--- config.mk ---
export PLATFORM = sky130hd
export DESIGN_NAME = life_gen_ctrl_flat
export DESIGN_NICKNAME = d
export VERILOG_FILES = /design/src/rtl/life_gen_ctrl_if.sv /design/src/rtl/life_gen_ctrl.sv /design/src/flat_wrapper.sv
export SDC_FILE = /design/constraint.sdc
export NUM_CORES = 1
export LEC_CHECK = 0
export CAP_MARGIN = 20
export CORE_MARGIN = 2
export CORE_UTILIZATION = 45
export CTS_CLUSTER_DIAMETER = 150
export CTS_CLUSTER_SIZE = 25
export DETAILED_ROUTE_END_ITERATION = 10
export PLACE_DENSITY = 0.83
export SYNTH_ARGS = -nofsm -noshare
export SYNTH_HDL_FRONTEND = slang
export SYNTH_SLANG_ARGS = --single-unit
export TNS_END_PERCENT = 20
--- constraint.sdc ---
create_clock -name clk -period 2.6 [get_ports clk]
set_clock_uncertainty 0.05 [all_clocks]
set_input_delay 0.26 -clock clk [delete_from_list [all_inputs] [get_ports clk]]
set_output_delay 0.26 -clock clk [all_outputs]
set_load 0.02 [all_outputs]
--- src/rtl/life_gen_ctrl_if.sv ---
// life_gen_ctrl_if
// Groups the key inputs, the run period and all sweep/status outputs of
// life_gen_ctrl into one bundle.
//   key_nxt, key_run : raw key levels. A key is released when it goes 1 -> 0.
//   period           : extra idle cycles between sweeps in run mode.
//   sweep_en         : the cell on cell_x/cell_y is to be updated this cycle.
//   cell_x, cell_y   : current cell coordinates.
//   cell_idx         : cell_y*X + cell_x.
//   last_cell        : the current swept cell is the final one.
//   gen_done         : one-cycle pulse after the final cell of a sweep.
//   gen_cnt          : completed generations, wraps at 2^GEN_W.
//   running          : run mode is active.
// Modports: master drives keys/period (the user side), slave is the controller.
interface life_gen_ctrl_if #(
    parameter int LOG2X = 3,
    parameter int LOG2Y = 3,
    parameter int GEN_W = 16,
    parameter int PER_W = 24
);
    logic                   key_nxt;
    logic                   key_run;
    logic [PER_W-1:0]       period;
    logic                   sweep_en;
    logic [LOG2X-1:0]       cell_x;
    logic [LOG2Y-1:0]       cell_y;
    logic [LOG2X+LOG2Y-1:0] cell_idx;
    logic                   last_cell;
    logic                   gen_done;
    logic [GEN_W-1:0]       gen_cnt;
    logic                   running;

    modport master (
        output key_nxt, key_run, period,
        input  sweep_en, cell_x, cell_y, cell_idx, last_cell, gen_done,
               gen_cnt, running
    );

    modport slave (
        input  key_nxt, key_run, period,
        output sweep_en, cell_x, cell_y, cell_idx, last_cell, gen_done,
               gen_cnt, running
    );
endinterface

--- src/rtl/life_gen_ctrl.sv ---
// life_gen_ctrl
// Generation controller for a Game-of-Life grid of X by Y cells. It sweeps
// every cell once per generation in row-major order, raising sweep_en for
// exactly X*Y cycles, then pulses gen_done and bumps gen_cnt. Sweeps are
// started either by a step key (single generation) or continuously in run
// mode with a programmable idle gap of period+1 cycles between sweeps.
// Ports:
//   clk       : rising-edge clock.
//   reset     : synchronous, active-low.
//   bus       : life_gen_ctrl_if slave (keys, period, sweep/status outputs).
//   state_dbg : current FSM state (0 IDLE, 1 SWEEP, 2 WAIT).
// Key protocol: each key is registered once; a release is key_d=1 with key=0
// and is acted on in the very cycle it is seen. There is no back-pressure:
// a release that cannot be used (step while running) is simply dropped.
module life_gen_ctrl #(
    parameter int X     = 8,
    parameter int Y     = 8,
    parameter int LOG2X = 3,
    parameter int LOG2Y = 3,
    parameter int GEN_W = 16,
    parameter int PER_W = 24
) (
    input  logic                clk,
    input  logic                reset,
    life_gen_ctrl_if.slave      bus,
    output logic [1:0]          state_dbg
);
    localparam int IW = LOG2X + LOG2Y;
    localparam logic [LOG2X-1:0] X_LAST = LOG2X'(X - 1);
    localparam logic [LOG2Y-1:0] Y_LAST = LOG2Y'(Y - 1);

    typedef enum logic [1:0] {
        IDLE  = 2'd0,
        SWEEP = 2'd1,
        WAIT  = 2'd2
    } state_t;

    state_t           state_q, state_nx;
    logic             key_nxt_d, key_run_d;
    logic             pending_q, pending_nx;
    logic             running_q, running_nx;
    logic [LOG2X-1:0] x_q, x_nx;
    logic [LOG2Y-1:0] y_q, y_nx;
    logic [IW-1:0]    idx_q, idx_nx;
    logic             en_q, en_nx;
    logic             last_q, last_nx;
    logic             done_q, done_nx;
    logic [GEN_W-1:0] gen_q, gen_nx;
    logic [PER_W-1:0] wait_q, wait_nx;

    logic step_rel, run_rel, step_ok, run_on;

    always_comb begin
        step_rel = key_nxt_d & ~bus.key_nxt;
        run_rel  = key_run_d & ~bus.key_run;
        // A run release wins over a simultaneous step, and steps are ignored
        // while running.
        step_ok  = step_rel & ~run_rel & ~running_q;
        run_on   = run_rel & ~running_q;
    end

    always_comb begin
        state_nx   = state_q;
        running_nx = running_q ^ run_rel;
        // Single-entry step latch; cleared whenever run mode is switched on
        // so a stale step cannot fire after run mode is left again.
        pending_nx = (pending_q | step_ok) & ~run_on;
        x_nx       = '0;
        y_nx       = '0;
        idx_nx     = '0;
        en_nx      = 1'b0;
        last_nx    = 1'b0;
        done_nx    = 1'b0;
        gen_nx     = gen_q;
        wait_nx    = wait_q;

        case (state_q)
            IDLE: begin
                if (run_on || step_ok) begin
                    state_nx   = SWEEP;
                    en_nx      = 1'b1;
                    pending_nx = 1'b0;
                end
            end
            SWEEP: begin
                if (last_q) begin
                    // The gen_done cycle is the first gap cycle; WAIT
                    // decides what follows it.
                    state_nx = WAIT;
                    done_nx  = 1'b1;
                    gen_nx   = gen_q + GEN_W'(1);
                    wait_nx  = bus.period;
                end else begin
                    en_nx  = 1'b1;
                    idx_nx = idx_q + IW'(1);
                    if (x_q == X_LAST) begin
                        x_nx = '0;
                        y_nx = y_q + LOG2Y'(1);
                    end else begin
                        x_nx = x_q + LOG2X'(1);
                        y_nx = y_q;
                    end
                    last_nx = (x_nx == X_LAST) && (y_nx == Y_LAST);
                end
            end
            WAIT: begin
                if (running_q && run_rel) begin
                    state_nx = IDLE;
                end else if (run_on) begin
                    state_nx   = SWEEP;
                    en_nx      = 1'b1;
                    pending_nx = 1'b0;
                end else if (running_q) begin
                    if (wait_q == '0) begin
                        state_nx = SWEEP;
                        en_nx    = 1'b1;
                    end else begin
                        wait_nx = wait_q - PER_W'(1);
                    end
                end else if (pending_q || step_ok) begin
                    state_nx   = SWEEP;
                    en_nx      = 1'b1;
                    pending_nx = 1'b0;
                end else begin
                    state_nx = IDLE;
                end
            end
            default: begin
                state_nx = IDLE;
            end
        endcase
    end

    always_ff @(posedge clk) begin
        if (!reset) begin
            state_q   <= IDLE;
            key_nxt_d <= 1'b0;
            key_run_d <= 1'b0;
            pending_q <= 1'b0;
            running_q <= 1'b0;
            x_q       <= '0;
            y_q       <= '0;
            idx_q     <= '0;
            en_q      <= 1'b0;
            last_q    <= 1'b0;
            done_q    <= 1'b0;
            gen_q     <= '0;
            wait_q    <= '0;
        end else begin
            state_q   <= state_nx;
            key_nxt_d <= bus.key_nxt;
            key_run_d <= bus.key_run;
            pending_q <= pending_nx;
            running_q <= running_nx;
            x_q       <= x_nx;
            y_q       <= y_nx;
            idx_q     <= idx_nx;
            en_q      <= en_nx;
            last_q    <= last_nx;
            done_q    <= done_nx;
            gen_q     <= gen_nx;
            wait_q    <= wait_nx;
        end
    end

    assign bus.sweep_en  = en_q;
    assign bus.cell_x    = x_q;
    assign bus.cell_y    = y_q;
    assign bus.cell_idx  = idx_q;
    assign bus.last_cell = last_q;
    assign bus.gen_done  = done_q;
    assign bus.gen_cnt   = gen_q;
    assign bus.running   = running_q;
    assign state_dbg     = state_q;
endmodule

--- src/flat_wrapper.sv ---
// flat-port wrapper written by rule: the top's interface ports become plain ports
module life_gen_ctrl_flat 
#(
    parameter int X     = 8,
    parameter int Y     = 8,
    parameter int LOG2X = 3,
    parameter int LOG2Y = 3,
    parameter int GEN_W = 16,
    parameter int PER_W = 24
)
  (clk, reset, state_dbg, bus_key_nxt, bus_key_run, bus_period, bus_sweep_en, bus_cell_x, bus_cell_y, bus_cell_idx, bus_last_cell, bus_gen_done, bus_gen_cnt, bus_running);
  life_gen_ctrl_if #(.LOG2X(LOG2X), .LOG2Y(LOG2Y), .GEN_W(GEN_W), .PER_W(PER_W)) bus_i ();
  input  logic clk;
  input  logic reset;
  output logic [1:0] state_dbg;
  input wire logic [$bits(bus_i.key_nxt)-1:0] bus_key_nxt;
  input wire logic [$bits(bus_i.key_run)-1:0] bus_key_run;
  input wire logic [$bits(bus_i.period)-1:0] bus_period;
  output wire logic [$bits(bus_i.sweep_en)-1:0] bus_sweep_en;
  output wire logic [$bits(bus_i.cell_x)-1:0] bus_cell_x;
  output wire logic [$bits(bus_i.cell_y)-1:0] bus_cell_y;
  output wire logic [$bits(bus_i.cell_idx)-1:0] bus_cell_idx;
  output wire logic [$bits(bus_i.last_cell)-1:0] bus_last_cell;
  output wire logic [$bits(bus_i.gen_done)-1:0] bus_gen_done;
  output wire logic [$bits(bus_i.gen_cnt)-1:0] bus_gen_cnt;
  output wire logic [$bits(bus_i.running)-1:0] bus_running;
  assign bus_i.key_nxt = bus_key_nxt;
  assign bus_i.key_run = bus_key_run;
  assign bus_i.period = bus_period;
  assign bus_sweep_en = bus_i.sweep_en;
  assign bus_cell_x = bus_i.cell_x;
  assign bus_cell_y = bus_i.cell_y;
  assign bus_cell_idx = bus_i.cell_idx;
  assign bus_last_cell = bus_i.last_cell;
  assign bus_gen_done = bus_i.gen_done;
  assign bus_gen_cnt = bus_i.gen_cnt;
  assign bus_running = bus_i.running;
  life_gen_ctrl #(.X(X), .Y(Y), .LOG2X(LOG2X), .LOG2Y(LOG2Y), .GEN_W(GEN_W), .PER_W(PER_W)) u_core (.clk(clk), .reset(reset), .bus(bus_i), .state_dbg(state_dbg));
endmodule
### After elaboration in Yosys (flattened, before gate mapping)

Cells that the tools add are included.

| storage, ports and cells | value |
|---|---|
| bits in registers | 61 |
| latch bits | 0 |
| memory bits (writable) | 0 |
| memory bits (read-only) | 0 |
| output and inout port bits | 34 |
| memories kept | 0 |

| cells by class | value |
|---|---|
| add/subtract/negate cells | 5 |
| multiply operators | 0 |
| divide/modulo/power cells | 0 |
| magnitude comparators | 0 |
| equality and inequality tests | 12 |
| shift-type cells | 0 |
| muxes and demuxes | 35 |
| bitwise logic cells | 15 |
| reduce and logical (&&, ||, !) cells | 12 |

Operator list:

| kind | count |
|---|---|
| $mux 24 | 5 |
| $pmux 24 s2 | 1 |
| $logic_not 24->1 | 1 |
| $sub 24x1->24 const B | 1 |
| $mux 3 | 6 |
| $add 16x1->16 const B | 1 |
| $mux 1 | 14 |
| $mux 2 | 6 |
| $eq 3x3->1 const B | 3 |
| $not 1->1 | 7 |
| $add 3x1->3 const B | 2 |
| $add 6x1->6 const B | 1 |
| $and 1x1->1 | 6 |
| $ne 2x1->1 const B | 3 |
| $ne 2x2->1 const B | 3 |
| $pmux 2 s3 | 1 |
| $reduce_and 6->1 | 1 |
| $ne 5x5->1 const B | 1 |
| $reduce_and 2->1 | 2 |
| $pmux 1 s3 | 1 |
| $reduce_and 3->1 | 1 |
| $reduce_or 3->1 | 1 |
| $eq 2x1->1 const B | 1 |
| $eq 2x2->1 const B | 1 |
| 7 further kinds | 9 |

### Longest topological paths before layout

Gate-level depths: netlist of run 1.

| logic depth | value |
|---|---|
| depth in word-level cells | 12 |
| mapped depth | 8 |
| gate-level depth less buffers | 7 |

### Worst setup path after synthesis of run 1

OpenSTA, ideal clock, no wires.

| timing | value |
|---|---|
| path kind | reg2reg |
| from | reg u_core.running_q (netlist: u_core.bus.running) |
| to | reg u_core.wait_q[15] |
| setup time | 0.092 ns |
| data arrival time | 2.205 ns |
| data required time | 2.458 ns |
| setup slack | 0.252 ns |
| cell stages (with the launch flop) | 8 |
| period minus slack after synthesis | 2.348 ns |
| path through | dfxtp_1 > inv_1 > ha_1 > or4_1 > a31oi_1 > nor2_4 > buf_4 > o32ai_1 |

| on the way | value |
|---|---|
| longest elaborated chain between the ends | 4 |
| elaborated cells on any way between the ends | 7 |
| classes of those cells | eq/ne: 3; bitwise: 2; reduce/logical: 2 |

Ends and longest elaborated chain:

| item | RTL line | RTL |
|---|---|---|
| start: declaration | life_gen_ctrl.sv:41 | `logic running_q, running_nx;` |
| start signal: assignment | life_gen_ctrl.sv:154 | `running_q <= running_nx;` |
| $not 1->1 | life_gen_ctrl.sv:59 | `run_on = run_rel & ~running_q;` |
| $and 1x1->1 | life_gen_ctrl.sv:59 |  |
| $ne 2x2->1 (no source line) | n/a |  |
| $reduce_and 6->1 (no source line) (*) | n/a |  |
| end signal: assignment | life_gen_ctrl.sv:162 | `wait_q <= wait_nx;` |
| end: declaration | life_gen_ctrl.sv:49 | `logic [PER_W-1:0] wait_q, wait_nx;` |

Mark *: on every way between the ends. The rest lies on a longest branch, timed or not.
A chain may end at the register's enable or synchronous reset.

### Worst setup path after layout of run 1

| timing | value |
|---|---|
| from | reg u_core.wait_q[8] |
| to | reg u_core.wait_q[21] |

| on the way | value |
|---|---|
| longest elaborated chain between the ends | 6 |
| elaborated cells on any way between the ends | 9 |
| classes of those cells | add/sub: 1; eq/ne: 1; mux: 5; reduce/logical: 2 |

Ends and longest elaborated chain:

| item | RTL line | RTL |
|---|---|---|
| $sub 24x1->24 | life_gen_ctrl.sv:118 | `wait_nx = wait_q - PER_W'(1);` |
| $mux 24 | life_gen_ctrl.sv:114 | `if (wait_q == '0) begin` |
| $mux 24 | life_gen_ctrl.sv:113 | `end else if (running_q) begin` |
| $mux 24 | life_gen_ctrl.sv:109 | `end else if (run_on) begin` |
| $mux 24 | life_gen_ctrl.sv:107 | `if (running_q && run_rel) begin` |
| $pmux 24 s2 | life_gen_ctrl.sv:77 | `case (state_q)` |

Several ways; a longest one is shown, not always the timed one. The select of a mux whose other input is x is not followed.

==> flow_summary.json, run 1 <==
{
  "antenna_found_initial": 0,
  "synthCells": 392,
  "setup_viol": 0,
  "powerDensity_nw_per_um2": 456.9,
  "post_cts_resized": 0,
  "grt_pass1_wl_mm": 13.83,
  "htreeDepth": 3,
  "fin_nets": 490,
  "hold_buffers": 0,
  "reg2reg_depth": 6,
  "die_area_um2": 7908,
  "period_needed_ns": 2.404,
  "crit_path_start_kind": "register",
  "min_from": "u_core.wait_q[23]",
  "coreArea_um2": 6869,
  "outcome": "finished clean",
  "synth.avg_cell_area_um2": 8.280,
  "endpoint_kind": "register",
  "max_cap_viol_count": 0,
  "insertion_delay_ns": 0.34,
  "synth.top_cells.by_area": "dfxtp_1, a21oi_1, nor2_1",
  "timing.rr.end": "u_core.wait_q[21]",
  "hold_path.class": "reg2reg",
  "pwr-share-seq_pct": 49.8,
  "clk_transition_reported_paths_ns": 0.07,
  "grt_pass1_vias": 3073,
  "cts_inserted_buffers": 9,
  "port_buffers": 61,
  "synth_largest_area_cell": "dfxtp_1",
  "ios": 62,
  "fp-row-count": 30,
  "p_leak_nw": 1.536,
  "sequential_cell_area_um2": 1221,
  "dpl.hpwl_mm": 5.867,
  "synth-seq-cells": 61,
  "power_frac_clock_pct": 44.2,
  "post_drt_wl_per_cell_um": 15.31,
  "criticalPathCategory": "reg2reg",
  "synth_cell_type_count": 54,
  "slew_headroom_pct": 55.57,
  "drive_gt1_share_pct": 9.389,
  "max_freq_ghz": 0.4159,
  "grt_max_degree": 53,
  "max-vdd-ir-drop_uv": 292.7,
  "cts_root_buf": "clkbuf_8",
  "die_w_um": 88.93,
  "worstPathRequired_ns": 2.84,
  "groute.usage.overall_pct": 22.48,
  "gp_congestion": 0.8648,
  "dr.pass1.iters": 7,
  "via_count": 3195,
  "start_util_pct": 47.25,
  "total_power_mw": 1.908,
  "post-route-drc-count": 0,
  "synth_common_cells": "dfxtp_1, nor2_1, a21oi_1",
  "vias_per_cell": 5.767,
  "chipHeight_um": 88.93,
  "ys_async_sr_fraction_pct": 0,
  "synth_fp_nets": 429,
  "cts_sinks": 61,
  "reg2reg_slack_ns": 0.20,
  "combPwrFrac_pct": 6.0,
  "slew_violations": 0,
  "ant_nets": 0,
  "multi_input_area_um2": 1856,
  "timing.rr.start": "u_core.wait_q[8]",
  "worst-path-max-fanout": 16,
  "switchingPower_mw": 0.4376,
  "yosysMostFrequentCell": "dfxtp_1",
  "worstPathArrival_ns": 2.64,
  "routed_wl_mm": 8.479,
  "tritoncts": "done",
  "fill_cells": 591,
  "drt_iter0_drc": 234,
  "diodes": 0,
  "holdPathStages": 2,
  "worst_pin_slew_ns": 0.6655,
  "yosysSeqAreaShare_pct": 37.63,
  "rsz0062_at_grt": "false",
  "post_cts_buffers": 0,
  "yosysWarnings": 0,
  "p_int_mw": 1.471,
  "swShare_pct": 22.93,
  "synth_edf_count": 0,
  "cts_buffer_depth": 2,
  "gr-total-overflow": 0,
  "finalHoldViolCount": 0,
  "area_growth_pct": 28.68,
  "synth_area_um2": 3246,
  "min_to": "u_core.wait_q[23]",
  "fin_crit_sh_pct": 92.48,
  "synth_flop_cell": "dfxtp_1",
  "netlist.area_leader.share_pct": 37.63,
  "setup_tns_ns": 0
}
-- how the worst max path moves through the flow --
stage / slack [ns] / endpoint / startpoint
2_1_floorplan: 0.25 / u_core.wait_q[15] / u_core.bus.running
3_3_place_gp: 0.10 / u_core.wait_q[14] / bus_key_run
3_5_place_dp: 0.04 / u_core.wait_q[19] / bus_key_run
4_1_cts: 0.22 / u_core.wait_q[21] / u_core.wait_q[8]
5_1_grt: 0.05 / u_core.wait_q[1] / u_core.bus.running
6_report: 0.20 / u_core.wait_q[21] / u_core.wait_q[8]
-- final cells by class --
| class | instances | area share, % |
|---|---|---|
| inverter | 11 | 0.9886 |
| clock inverter | 6 | 1.498 |
| multi-input combinational | 292 | 44.43 |
| clock buffer | 10 | 3.295 |
| tap | 96 | 2.876 |
| timing repair buffer | 78 | 17.68 |
| sequential | 61 | 29.24 |
-- layer usage --
| metal | vias up | track usage [%] | share of wire, % |
|---|---|---|---|
| li1 | 1565 | - | - |
| met1 | 1477 | 28.37 | 44 |
| met2 | 132 | 35.69 | 48 |
| met3 | 21 | 6.279 | 5.4 |
| met4 | 0 | 10.47 | 2.8 |
| met5 | - | 0 | 0 |
-- power by group through the flow --
stage,clock network (mW),registers [mW],logic [mW]
2_1_floorplan,0,0.976,0.0411
3_3_place_gp,0,0.971,0.114
3_5_place_dp,0,0.971,0.115
4_1_cts,0.855,0.950,0.115
5_1_grt,0.902,0.950,0.124
6_report,0.844,0.950,0.115
-- layout by cell type, fill, tap and decap left out, types with 3 or more instances in the layout --
| cell | instances |
|---|---|
| ha_1 | 9 |
| nand4_1 | 7 |
| mux2i_1 | 5 |
| clkbuf_8 | 10 |
| nand3b_1 | 3 |
| a221oi_1 | 3 |
| nor2_1 | 46 |
| clkdlybuf4s50_1 | 61 |
| o21ai_0 | 10 |
| xnor2_1 | 6 |
| or3_1 | 5 |
| nand2b_1 | 5 |
| a32oi_1 | 7 |
| inv_1 | 10 |
| nor3_1 | 12 |
| nor4b_1 | 3 |
| a21oi_1 | 36 |
| o32ai_1 | 13 |
| xor2_1 | 11 |
| nor2b_1 | 3 |
| and2_1 | 7 |
| nand3_1 | 13 |
| nand2_1 | 31 |
| a31oi_1 | 11 |
| a21o_1 | 3 |
| clkinv_2 | 3 |
| buf_4 | 17 |
| a22o_1 | 3 |
| dfxtp_1 | 61 |
| and3_1 | 9 |
-- state kept, by name (all words and copies together) (netlist names), 2 cells and up --
| signal | flops |
|---|---|
| u_core.bus.gen_cnt | 16 |
| u_core.state_dbg | 2 |
| u_core.bus.cell_y | 3 |
| u_core.wait_q | 24 |
| u_core.bus.cell_idx | 6 |
| u_core.bus.cell_x | 3 |
-- through the flow --
step	util [%]	setup slack, ns	area [µm²]	std cells	hold slack, ns
4_1_cts	60.80	0.2216	4177	554	0.4213
5_1_grt	60.80	0.04940	4177	554	0.4468
3_3_place_gp	57.89	0.1027	3976	538	0.3994
2_1_floorplan	-	0.2522	3246	392	0.3317
3_5_place_dp	57.89	0.03558	3976	538	0.4076
6_report	60.80	0.1956	4177	554	0.4217
-- worst max-delay path, stage by stage (launching register included) --
cell     delay (ns)
dfxtp_1        0.35
or4_4          0.59
nor4_4         0.37
a31oi_1        0.19
buf_4          0.19
nor2_4         0.34
o221a_2        0.26
-- cell families (layout without fill, tap and decap cells) --
| family | count (synthesis) | count (layout) | share of synthesized area (%) |
|---|---|---|---|
| adder cells (fa/ha/maj) | 9 | 9 | 3.470 |
| flip-flops | 61 | 61 | 37.63 |
| AND/OR/NAND/NOR | 160 | 160 | 26.41 |
| AO/OA/AOI/OAI | 101 | 101 | 21.16 |
| multiplexers | 5 | 5 | 1.542 |
| XOR/XNOR | 17 | 17 | 4.587 |
| buffers and inverters | 39 | 105 | 5.204 |
No activity file was read; power rests on OpenSTA's default activity.
==> inputs of run 2 (changes only) <==
CORE_UTILIZATION = 52   (was 45)
GPL_ROUTABILITY_DRIVEN = 0   (was default)
PLACE_DENSITY = 0.92   (was 0.83)
==> flow_summary.json, run 2 (synthesized netlist as in run 1, its figures left out) <==
{
  "p_leak_nw": 1.524,
  "powerDensity_nw_per_um2": 484.2,
  "worst_pin_slew_ns": 0.6765,
  "area_growth_pct": 27.87,
  "fin_nets": 487,
  "die_w_um": 83.01,
  "coreArea_um2": 5991,
  "vias_per_cell": 6.151,
  "setup_viol": 0,
  "post_drt_wl_per_cell_um": 15.94,
  "drt_iter0_drc": 403,
  "port_buffers": 61,
  "worstPathArrival_ns": 2.67,
  "post-route-drc-count": 0,
  "clk_transition_reported_paths_ns": 0.07,
  "reg2reg_depth": 7,
  "grt_pass1_wl_mm": 13.94,
  "criticalPathCategory": "reg2reg",
  "max_freq_ghz": 0.4087,
  "ant_nets": 0,
  "min_to": "u_core.wait_q[23]",
  "fin_crit_sh_pct": 94.11,
  "design_area_um2": 4150,
  "timing.rr.end": "u_core.wait_q[14]",
  "routed_wl_mm": 8.447,
  "worstPathRequired_ns": 2.83,
  "hold_path.class": "reg2reg",
  "max_cap_viol_count": 0,
  "multi_input_area_um2": 1856,
  "setup_tns_ns": 0,
  "rsz0062_at_grt": "false",
  "ios": 62,
  "diodes": 0,
  "endpoint_kind": "register",
  "chipHeight_um": 83.01,
  "dpl-instance-area_um2": 3928,
  "groute.usage.overall_pct": 24.51,
  "fill_cells": 443,
  "cts_buffer_depth": 2,
  "p_int_mw": 1.546,
  "fp-row-count": 28,
  "layout_common_cells": "clkdlybuf4s50_1, dfxtp_1, nor2_1, a21oi_1, nand2_1",
  "max-vdd-ir-drop_uv": 308.2,
  "grt_pass1_vias": 2969,
  "top_register": "u_core.wait_q",
  "htreeDepth": 3,
  "grt_max_degree": 53,
  "insertion_delay_ns": 0.35,
  "switchingPower_mw": 0.4634,
  "min_from": "u_core.wait_q[23]",
  "sequential_cell_area_um2": 1221,
  "drive_gt1_share_pct": 8.791,
  "die_area_um2": 6890,
  "post_cts_resized": 0,
  "gr-total-overflow": 0,
  "dr.pass1.iters": 6,
  "slew_violations": 0,
  "largest_reg_flops": 24,
  "period_needed_ns": 2.447,
  "worst-path-max-fanout": 6,
  "via_count": 3260,
  "swShare_pct": 23.06,
  "holdPathStages": 2,
  "crit_path_start_kind": "register",
  "cts_root_buf": "clkbuf_8",
  "outcome": "finished clean",
  "start_util_pct": 54.18,
  "slew_headroom_pct": 54.84,
  "power_frac_clock_pct": 47.1,
  "combPwrFrac_pct": 5.6,
  "dpl.hpwl_mm": 5.759,
  "hold_buffers": 0,
  "antenna_found_initial": 0,
  "timing.rr.start": "u_core.wait_q[0]",
  "tritoncts": "done",
  "cts_sinks": 61,
  "pwr-share-seq_pct": 47.3,
  "cts_inserted_buffers": 9,
  "reg2reg_slack_ns": 0.15,
  "finalHoldViolCount": 0,
  "startpoint": "u_core.wait_q[0]",
  "post_cts_buffers": 0
}
## run 2: changes by cell type in the layout (fill, tap and decap cells not counted), sizes merged
| cell | delta |
|---|---|
| buf | -3 |
| clkinv | -2 |
| bufinv | +1 |
| clkbuf | -1 |
| clkinvlp | +1 |
| inv | +1 |
## run 2: worst max path at each step
| stage | to |
|---|---|
| finish | u_core.wait_q[14] |
| global route | u_core.wait_q[14] |
| CTS | u_core.wait_q[14] |
| detailed placement | u_core.wait_q[1] |
| global placement | u_core.wait_q[14] |
| floorplan | u_core.wait_q[15] |
## run 2: cell type report
class                           count  area share (%)
Clock buffer                        9           2.985
Clock inverter                      7           2.382
Inverter                           11          0.9949
Multi-Input combinational cell    292           44.71
Sequential cell                    61           29.42
Tap cell                           75           2.261
Timing Repair Buffer               75           17.24
## run 2: power by group through the flow
stage,Combinational (mW),Sequential [mW],Clock [mW]
floorplan,0.0411,0.976,0
global placement,0.110,0.971,0
detailed placement,0.112,0.971,0
CTS,0.113,0.949,0.955
global route,0.121,0.950,1.00
finish,0.113,0.950,0.947
## run 2: per-layer routing
metal	track usage (%)	routed length, µm	share of wire [%]
met5	0	0	0
met4	11.92	240	2.8
met3	3.877	598	7.1
met2	41.06	4084	48
met1	30.65	3523	42
## run 2: worst max-delay path, stage by stage (launching register included)
cell	delay, ns
dfxtp_1	0.32
inv_1	0.13
ha_1	0.25
or4b_2	0.71
nor4_4	0.37
nand3_1	0.14
a221o_1	0.33
o21ai_0	0.06
## run 2: stage by stage
step | power, mW | hold slack, ns | util [%] | std cells | setup WS, ns
after global routing | 2.072 | 0.4517 | 69.28 | 530 | 0.03696
after global placement | 1.081 | 0.3935 | 65.56 | 514 | 0.06955
after CTS | 2.017 | 0.4156 | 69.28 | 530 | 0.1808
final | 2.010 | 0.4155 | 69.28 | 530 | 0.1530
after detailed placement | 1.083 | 0.4061 | 65.56 | 514 | -0.009818
after floorplan | 1.017 | 0.3317 | - | 392 | 0.2522
==> inputs of run 3 (changes only) <==
SLEW_MARGIN = 25   (was default)
==> results of run 3 <==
Final layout, timing and power as in run 2 (identical DEF).
